**src/rtl/fetch_pkg.sv**
```systemverilog
// fetch_pkg
//   Shared definitions for the instruction fetch unit: FSM state encoding,
//   the NOP presented to decode out of reset, and the sequential PC step.
package fetch_pkg;

    typedef enum logic [2:0] {
        S_IDLE = 3'd0,
        S_REQ  = 3'd1,
        S_WAIT = 3'd2,
        S_HOLD = 3'd3,
        S_DROP = 3'd4
    } fetch_state_t;

    // addi x0, x0, 0
    localparam logic [31:0] NOP_INSTR = 32'h0000_0013;

    localparam int unsigned PC_INC = 4;

endpackage

```
**src/rtl/fetch_redirect_mux.sv**
```systemverilog
// fetch_redirect_mux
//   Combinational selection of the redirect target. Branch and JALR resolve
//   in execute and are older than a JAL in decode, so the order is
//   branch > jalr > jal; a lower-priority request in the same cycle is lost.
//
// Ports
//   branch, branch_target : taken branch from execute
//   jalr,   JALR_target   : JALR from execute
//   jal,    JAL_target    : JAL from decode
//   redirect              : any redirect this cycle
//   target                : selected destination
module fetch_redirect_mux
    import fetch_pkg::*;
#(
    parameter int ADDRESS_BITS = 32
) (
    input  logic                    branch,
    input  logic [ADDRESS_BITS-1:0] branch_target,
    input  logic                    jalr,
    input  logic [ADDRESS_BITS-1:0] JALR_target,
    input  logic                    jal,
    input  logic [ADDRESS_BITS-1:0] JAL_target,
    output logic                    redirect,
    output logic [ADDRESS_BITS-1:0] target
);

    always_comb begin
        redirect = branch | jalr | jal;
        target   = JAL_target;
        if (branch) begin
            target = branch_target;
        end else if (jalr) begin
            target = JALR_target;
        end
    end

endmodule

```
**src/rtl/fetch_unit.sv**
```systemverilog
// fetch_unit
//   Single-outstanding instruction fetch engine. Issues one request at a
//   time to instruction memory, hands each response to decode with its PC,
//   holds it while decode stalls, and squashes in-flight fetches on redirect.
//
//   state  | meaning
//   -------+---------------------------------------------------------------
//   IDLE   | one cycle after reset; also the halt state after a misaligned
//          | redirect (misaligned=1, no requests)
//   REQ    | i_mem_read=1 at PC, waiting for i_mem_ready
//   WAIT   | request accepted, waiting for i_mem_valid
//   HOLD   | instruction presented to decode, held while stall=1
//   DROP   | a redirect orphaned the outstanding request; swallow its reply
//
// Ports
//   clock, reset (sync, active low)
//   stall                          : decode back-pressure
//   branch/jalr/jal + *_target     : redirect requests
//   i_mem_read, i_mem_read_address : request channel (i_mem_ready accepts)
//   i_mem_valid, i_mem_data        : response channel
//   instruction, inst_PC, inst_valid : to decode
//   misaligned                     : misaligned redirect trap flag
//   scan                           : enables the per-cycle trace
//
// Build option
//   FETCH_MISALIGN_TRAP_EN : when defined, a redirect target with nonzero
//   bits [1:0] halts fetch and raises misaligned until reset or an aligned
//   redirect. When undefined, the low target bits are simply cleared and
//   misaligned is tied low.
module fetch_unit
    import fetch_pkg::*;
#(
    parameter int                      CORE            = 0,
    parameter int                      ADDRESS_BITS    = 32,
    parameter int                      DATA_WIDTH      = 32,
    parameter logic [ADDRESS_BITS-1:0] RESET_PC        = '0,
    parameter int                      SCAN_CYCLES_MIN = 0,
    parameter int                      SCAN_CYCLES_MAX = 1000
) (
    input  logic                    clock,
    input  logic                    reset,
    input  logic                    stall,
    input  logic                    branch,
    input  logic [ADDRESS_BITS-1:0] branch_target,
    input  logic                    jalr,
    input  logic [ADDRESS_BITS-1:0] JALR_target,
    input  logic                    jal,
    input  logic [ADDRESS_BITS-1:0] JAL_target,
    output logic                    i_mem_read,
    output logic [ADDRESS_BITS-1:0] i_mem_read_address,
    input  logic                    i_mem_ready,
    input  logic                    i_mem_valid,
    input  logic [DATA_WIDTH-1:0]   i_mem_data,
    output logic [DATA_WIDTH-1:0]   instruction,
    output logic [ADDRESS_BITS-1:0] inst_PC,
    output logic                    inst_valid,
    output logic                    misaligned,
    input  logic                    scan
);

    fetch_state_t            state;
    logic [ADDRESS_BITS-1:0] pc;
    logic                    redirect;
    logic [ADDRESS_BITS-1:0] target_raw;
    logic [ADDRESS_BITS-1:0] target_eff;
    logic                    bad_target;
    logic                    misaligned_q;
    int                      scan_cycles;

    fetch_redirect_mux #(
        .ADDRESS_BITS (ADDRESS_BITS)
    ) u_redirect_mux (
        .branch        (branch),
        .branch_target (branch_target),
        .jalr          (jalr),
        .JALR_target   (JALR_target),
        .jal           (jal),
        .JAL_target    (JAL_target),
        .redirect      (redirect),
        .target        (target_raw)
    );

`ifdef FETCH_MISALIGN_TRAP_EN
    assign target_eff = target_raw;
    assign bad_target = redirect && (target_raw[1:0] != 2'b00);
    assign misaligned = misaligned_q;
`else
    assign target_eff = target_raw & ~ADDRESS_BITS'(3);
    assign bad_target = 1'b0;
    assign misaligned = 1'b0;
`endif

    // PC only moves on acceptance-driven advance or redirect, so the request
    // address is stable for as long as REQ waits on i_mem_ready.
    assign i_mem_read         = (state == S_REQ);
    assign i_mem_read_address = pc;

    always_ff @(posedge clock) begin
        if (!reset) begin
            state        <= S_IDLE;
            pc           <= RESET_PC;
            inst_valid   <= 1'b0;
            instruction  <= DATA_WIDTH'(NOP_INSTR);
            inst_PC      <= RESET_PC;
            misaligned_q <= 1'b0;
            scan_cycles  <= 0;
        end else begin
            if (scan_cycles <= SCAN_CYCLES_MAX) begin
                scan_cycles <= scan_cycles + 1;
            end
            inst_valid <= 1'b0;

            if (bad_target) begin
                state        <= S_IDLE;
                misaligned_q <= 1'b1;
            end else if (redirect) begin
                // Redirect wins over stall; a request already accepted but
                // not yet answered must have its reply swallowed in DROP.
                pc           <= target_eff;
                misaligned_q <= 1'b0;
                case (state)
                    S_REQ:   state <= i_mem_ready ? S_DROP : S_REQ;
                    S_WAIT:  state <= i_mem_valid ? S_REQ : S_DROP;
                    S_DROP:  state <= i_mem_valid ? S_REQ : S_DROP;
                    default: state <= S_REQ;
                endcase
            end else begin
                case (state)
                    S_IDLE: begin
                        if (!misaligned_q) begin
                            state <= S_REQ;
                        end
                    end
                    S_REQ: begin
                        if (i_mem_ready) begin
                            state <= S_WAIT;
                        end
                    end
                    S_WAIT: begin
                        if (i_mem_valid) begin
                            instruction <= i_mem_data;
                            inst_PC     <= pc;
                            inst_valid  <= 1'b1;
                            pc          <= pc + ADDRESS_BITS'(PC_INC);
                            state       <= stall ? S_HOLD : S_REQ;
                        end
                    end
                    S_HOLD: begin
                        if (stall) begin
                            inst_valid <= 1'b1;
                        end else begin
                            state <= S_REQ;
                        end
                    end
                    S_DROP: begin
                        if (i_mem_valid) begin
                            state <= S_REQ;
                        end
                    end
                    default: state <= S_IDLE;
                endcase
            end
        end
    end

`ifndef SYNTHESIS
    always @(posedge clock) begin
        if (reset && scan && scan_cycles >= SCAN_CYCLES_MIN && scan_cycles <= SCAN_CYCLES_MAX) begin
            $display("fetch_unit[%0d] cycle=%0d state=%s pc=%h redirect=%b inst_valid=%b",
                     CORE, scan_cycles, state.name(), pc, redirect, inst_valid);
        end
    end
`endif

endmodule

```
**config.mk**
```make
export PLATFORM = sky130hd
export DESIGN_NAME = fetch_unit
export DESIGN_NICKNAME = d
export VERILOG_FILES = /design/src/rtl/fetch_pkg.sv /design/src/rtl/fetch_redirect_mux.sv /design/src/rtl/fetch_unit.sv
export SDC_FILE = /design/constraint.sdc
export NUM_CORES = 1
export LEC_CHECK = 0
export ABC_AREA = 0
export BUFFER_PORTS_ARGS = -buffer_cell sky130_fd_sc_hd__buf_2
export CAP_MARGIN = 10
export CORE_MARGIN = 2
export CORE_UTILIZATION = 47
export DETAILED_ROUTE_END_ITERATION = 10
export GPL_TIMING_DRIVEN = 0
export HOLD_SLACK_MARGIN = 0.12
export PLACE_DENSITY = 0.81
export SYNTH_ARGS = -nofsm -noshare
export SYNTH_HDL_FRONTEND = slang
export SYNTH_SLANG_ARGS = --single-unit
```
**constraint.sdc**
```tcl
create_clock -name clock -period 2.7 [get_ports clock]
set_clock_uncertainty 0.05 [all_clocks]
set_input_delay 0.135 -clock clock [delete_from_list [all_inputs] [get_ports clock]]
set_output_delay 0.135 -clock clock [all_outputs]
set_load 0.01 [all_outputs]
```
Word level (Yosys, flattened, before mapping)
Index checks and enable logic that the tools add are counted.
{"block": "word_totals", "regBits": 100, "latchBits": 0, "mem_bits_rw": 0, "rom_bits": 0, "in_bits": 137, "out_inout_bits": 99, "mem_count": 0}
{"block": "op_classes", "n_addsub": 1, "n_mul": 0, "div": 0, "order_cmp": 0, "n_eq_ne": 8, "shift": 0, "muxes": 18, "bitwise_logic": 4, "n_reduce_logical": 9}
{"cell": "$mux 32", "n": 5}
{"cell": "$add 32x3->32 const B", "n": 1}
{"cell": "$mux 3", "n": 7}
{"cell": "$pmux 3 s5", "n": 1}
{"cell": "$ne 3x3->1 const B", "n": 3}
{"cell": "$eq 3x2->1 const B", "n": 2}
{"cell": "$pmux 3 s2", "n": 1}
{"cell": "$reduce_and 2->1", "n": 2}
{"cell": "$reduce_and 4->1", "n": 1}
{"cell": "$reduce_bool 2->1", "n": 2}
{"cell": "$reduce_or 2->1", "n": 2}
{"cell": "$eq 3x1->1 const B", "n": 1}
{"cell": "$eq 3x3->1 const B", "n": 1}
{"cell": "$logic_not 3->1", "n": 1}
{"cell": "$ne 3x1->1 const B", "n": 1}
{"cell": "$reduce_and 3->1", "n": 1}
{"cell": "$mux 1", "n": 2}
{"cell": "$mux 2", "n": 1}
{"cell": "$not 1->1", "n": 2}
{"cell": "$or 1x1->1", "n": 2}
{"cell": "$pmux 1 s2", "n": 1}

Depth between registers and ports, before layout
{"block": "depth", "depth_word": 4, "depth_mapped": 7, "depth_no_buf": 5}

Hierarchy
Synthesis repeated with hierarchy kept, for this count alone.
{"block": "unflattened", "hier_cells": 645, "area_unflattened_um2": 5097.4}
{"module": "fetch_unit", "n_inst": 1, "cells_each": 537, "area_each_um2": 4385.5, "seq_area_each_um2": 1921.8}
{"module": "fetch_redirect_mux", "n_inst": 1, "cells_each": 108, "area_each_um2": 711.9, "seq_area_each_um2": 0.0}

Worst setup path after synthesis
OpenSTA, ideal clock, no wires.
{"block": "synth_timing", "kind": "flip-flop to flip-flop", "from": "reg pc[2], in the netlist i_mem_read_address[2]", "to": "reg pc[28], in the netlist i_mem_read_address[28]", "arrival_time_ns": 1.883, "required_ns": 2.588, "slack_ns": 0.705, "stages_incl_launch_ff": 7, "cell_sequence": "dfxtp_1 > ha_1 > nand3_2 > or3_1 > clkbuf_2 > or4_1 > nand3b_1"}
{"block": "synth_via", "elab_chain_cells": 4}
{"item": "start: declaration", "line_no": "fetch_unit.sv:62", "source": "logic [ADDRESS_BITS-1:0] pc;"}
{"item": "start signal: assignment", "line_no": "fetch_unit.sv:119", "source": "pc <= target_eff;"}
{"item": "start signal: assignment", "line_no": "fetch_unit.sv:144", "source": "pc <= pc + ADDRESS_BITS'(PC_INC);"}
{"item": "$add 32x3->32", "line_no": "fetch_unit.sv:144"}
{"item": "$mux 32", "line_no": "fetch_unit.sv:140", "source": "if (i_mem_valid) begin"}
{"item": "$mux 32", "line_no": "fetch_unit.sv:128", "source": "case (state)"}
{"item": "$mux 32", "line_no": "fetch_unit.sv:116", "source": "end else if (redirect) begin"}
No other way between the ends. The select of a mux whose other input is x is not followed.
A chain may end at the register's enable or synchronous reset.

Final worst setup path
{"block": "layout_timing", "from": "reg pc[5], in the netlist i_mem_read_address[5]", "to": "reg pc[19], in the netlist i_mem_read_address[19]"}
The elaborated chain is that of the path after synthesis.

==> run summary <==
Status - completed
CP max stage delay - 0.58 ns
Max stage delay cell, worst path - dlygate4sd3_1
GR Overflow Total - 0
Switching share of power - 30.68%
Cell Rows - 37
PostCTS Resize Cnt - 0
Non-Filler Instances - 1,088
Fin. Hold Viols - 0
Internal power - 2064 µW
Residual DRC - 0
Placed instance count - 1,008
Gpl congestion - 0.9668
TritonCTS clock tree - yes
CTS max path bufs - 2
Slew headroom - 46.74%
Avg Cell Area, Syn - 7.691 µm²
Worst Setup EP - i_mem_read_address[19]
Pin count of the biggest net entering global routing - 18
Yosys Warn Count - 0
Yosys top cell by area - dfxtp_1
Worst Reg-to-Reg Cells - 5
Ys async rst share - 0%
Vias in the first global route - 6,114
Leak Pwr - 0.003003 µW
Tot GR Track Use - 33.72%
IO Count - 236
Setup ws final - 0.02944 ns
Setup TNS - 0 ns
Pre-CTS setup slack - 0.3499 ns
Critical path fanouts, max - 9
Vias - 6,388
Maximum clock frequency - 374.5 MHz
Beginning of the critical path - i_mem_read_address[5]
Most common cell in the synthesized netlist - nand2_1
Post-Syn Area - 0.004969 mm²
Fraction of layout cells with a size suffix above 1 - 28.89%
Worst R2R Setup Slack - 0.03 ns
Flop pwr share - 51.1%
Sink Count - 96
Core area - 0.01028 mm²
Crit-path leading delay family - simple AND/OR/NAND/NOR gates
Met2 Wirelength - 9287 µm
Post-DP Area - 0.006265 mm²
NumNets Final - 1,085
Post-Syn Instances - 646
Synth top cells by count - nand2_1, dfxtp_1, a21oi_1, clkbuf_1, buf_2
Buffers & Inverters on Critical Path - 1
DP HPWL - 13,710 µm
Met3 WL - 2265 µm
Clock power share - 30.9%
Ant diodes - 0
Top sig layer - met4
Post-DR wirelength/cell - 18.11 µm
Routed WL - 19,710 µm
Vias/cell - 5.871
CTS buffer count - 9
Area grow syn2layout - 42.36%
Post-synth EDFFs - 0
Detailed Routing Iterations Pass 1 - 5
Detail Route Antenna Nets - 0
Initial DRC count - 702
Max Cap Viol - 0
CP arrival - 2.94 ns
Tightest Pin Transition - 0.7917 ns
H-tree depth - 3
WS Path Type - reg2reg
Crit path depth - 5
Clk root buf - clkbuf_8
Die X - 106.8 µm
Reg2reg end - i_mem_read_address[19]
Final period util - 98.91%
Library cells used by synthesis - 65
Pwr per Cell Area - 421.0 mW/mm²
Worst path required time - 2.97 ns
Gate power share - 18.0%
Worst Hold Class - in2reg
Crit end category - register
Psw - 913.6 µW
First-pass GRT wire length - 30,320 µm
Setup violators final - 0
Clk_lat worst skew - 0.38 ns
Starting density of the core - 48.34%
Met1 wire length - 7340 µm
Fin. max-slew vios - 0
Peak supply drop - 0.0002926 V
Ys flop type - dfxtp_1
Die area - 0.01141 mm²
Final period demand of the worst path - 2.671 ns
Startpoint class of the critical path - register
Sequential share of the synthesized area - 38.68%
Synth top area share - 38.68%
Input/output buffers - 222
Worst hold margin - 0.1306 ns
Yosys reg bits - 96
Antenna violations before repair - 0
Die height - 106.8 µm
Reg-to-Reg Start - i_mem_read_address[5]
Synth top area cells - dfxtp_1, nand2_1, a21oi_1, clkbuf_1, buf_2
CP Cell Sequence - nand4_1 > or3_1 > or4_1 > o211ai_1 > dlygate4sd3_1
Clock transition at path regs - 0.10 ns
Final Cell Area - 0.007073 mm²
## flip-flops by register name, summed over array words and instances (netlist names)
name,cells
inst_PC,30
instruction,32
inst_valid,1
i_mem_read_address,30
state,3
## per-stage QoR
| step | power [µW] | utilization [%] |
|---|---|---|
| after floorplan | 1766 | - |
| after global placement | 1990 | 60.96 |
| after detailed placement | 1994 | 60.96 |
| after CTS | 2945 | 68.53 |
| after global routing | 3061 | 68.82 |
| final | 2978 | 68.82 |
## worst register-to-register path: stages (launching register included)
cell and delay (ns):
dfxtp_1 0.55, nand4_1 0.32, or3_1 0.49, or4_1 0.51, o211ai_1 0.12, dlygate4sd3_1 0.58
## how the worst min path moves through the flow
stage / from / slack, ns / depth (start not counted) / end
CTS: branch_target[11] / 0.12 / 4 / i_mem_read_address[11]
global route: branch_target[11] / 0.15 / 4 / i_mem_read_address[11]
global placement: i_mem_data[1] / 0.30 / 3 / instruction[1]
floorplan: i_mem_data[0] / 0.21 / 2 / instruction[0]
finish: JAL_target[3] / 0.13 / 4 / i_mem_read_address[3]
detailed placement: i_mem_data[1] / 0.30 / 3 / instruction[1]
## routing by layer
metal	global-route usage (%)	up-vias
li1	-	2954
met1	41.55	2917
met2	55.19	439
met3	7.781	78
met4	16.98	0
met5	0	-
## what timing repair did
item                                    CTS  global route
buffers inserted                          0             4
endpoints found under the setup margin    0             1
hold buffers                             60             0
hold endpoints to repair                 53             0
## logic make-up after synthesis
kind of cell | Yosys count | synth area share [%]
AND/OR/NAND/NOR | 278 | 27.27
other | 1 | 0.07548
flip-flops | 96 | 38.68
buffers and inverters | 71 | 6.296
XOR/XNOR | 2 | 0.3526
adder cells (fa/ha/maj) | 1 | 0.2518
AO/OA/AOI/OAI | 194 | 26.47
multiplexers | 3 | 0.6044
## power groups by stage
stage | clock network (µW) | registers (µW) | logic [µW]
finish | 920 | 1520 | 535
global route | 963 | 1530 | 572
CTS | 911 | 1520 | 516
detailed placement | 0 | 1550 | 443
global placement | 0 | 1550 | 440
floorplan | 0 | 1550 | 220
## area by class of cell
cell class,instances,area (µm²)
Buffer,61,275.3
Fill cell,917,3204
Inverter,10,37.54
Multi-Input combinational cell,483,2749
Clock inverter,6,50.05
Timing Repair Buffer,286,1742
Tap cell,136,170.2
Clock buffer,10,127.6
Sequential cell,96,1922
## cells in the final DEF, fill, tap and decap left out, drive strengths merged, types with 9 or more instances in the layout
master	n
dlygate4sd3	60
a21oi	81
nand2	155
nand4	10
o211ai	9
or3	12
nand3	18
nor4	12
clkbuf	43
dfxtp	96
nor3	9
buf	254
nor2	12
nand3b	12
inv	13
o21ai	13
Power figures use the tool's default switching activity.
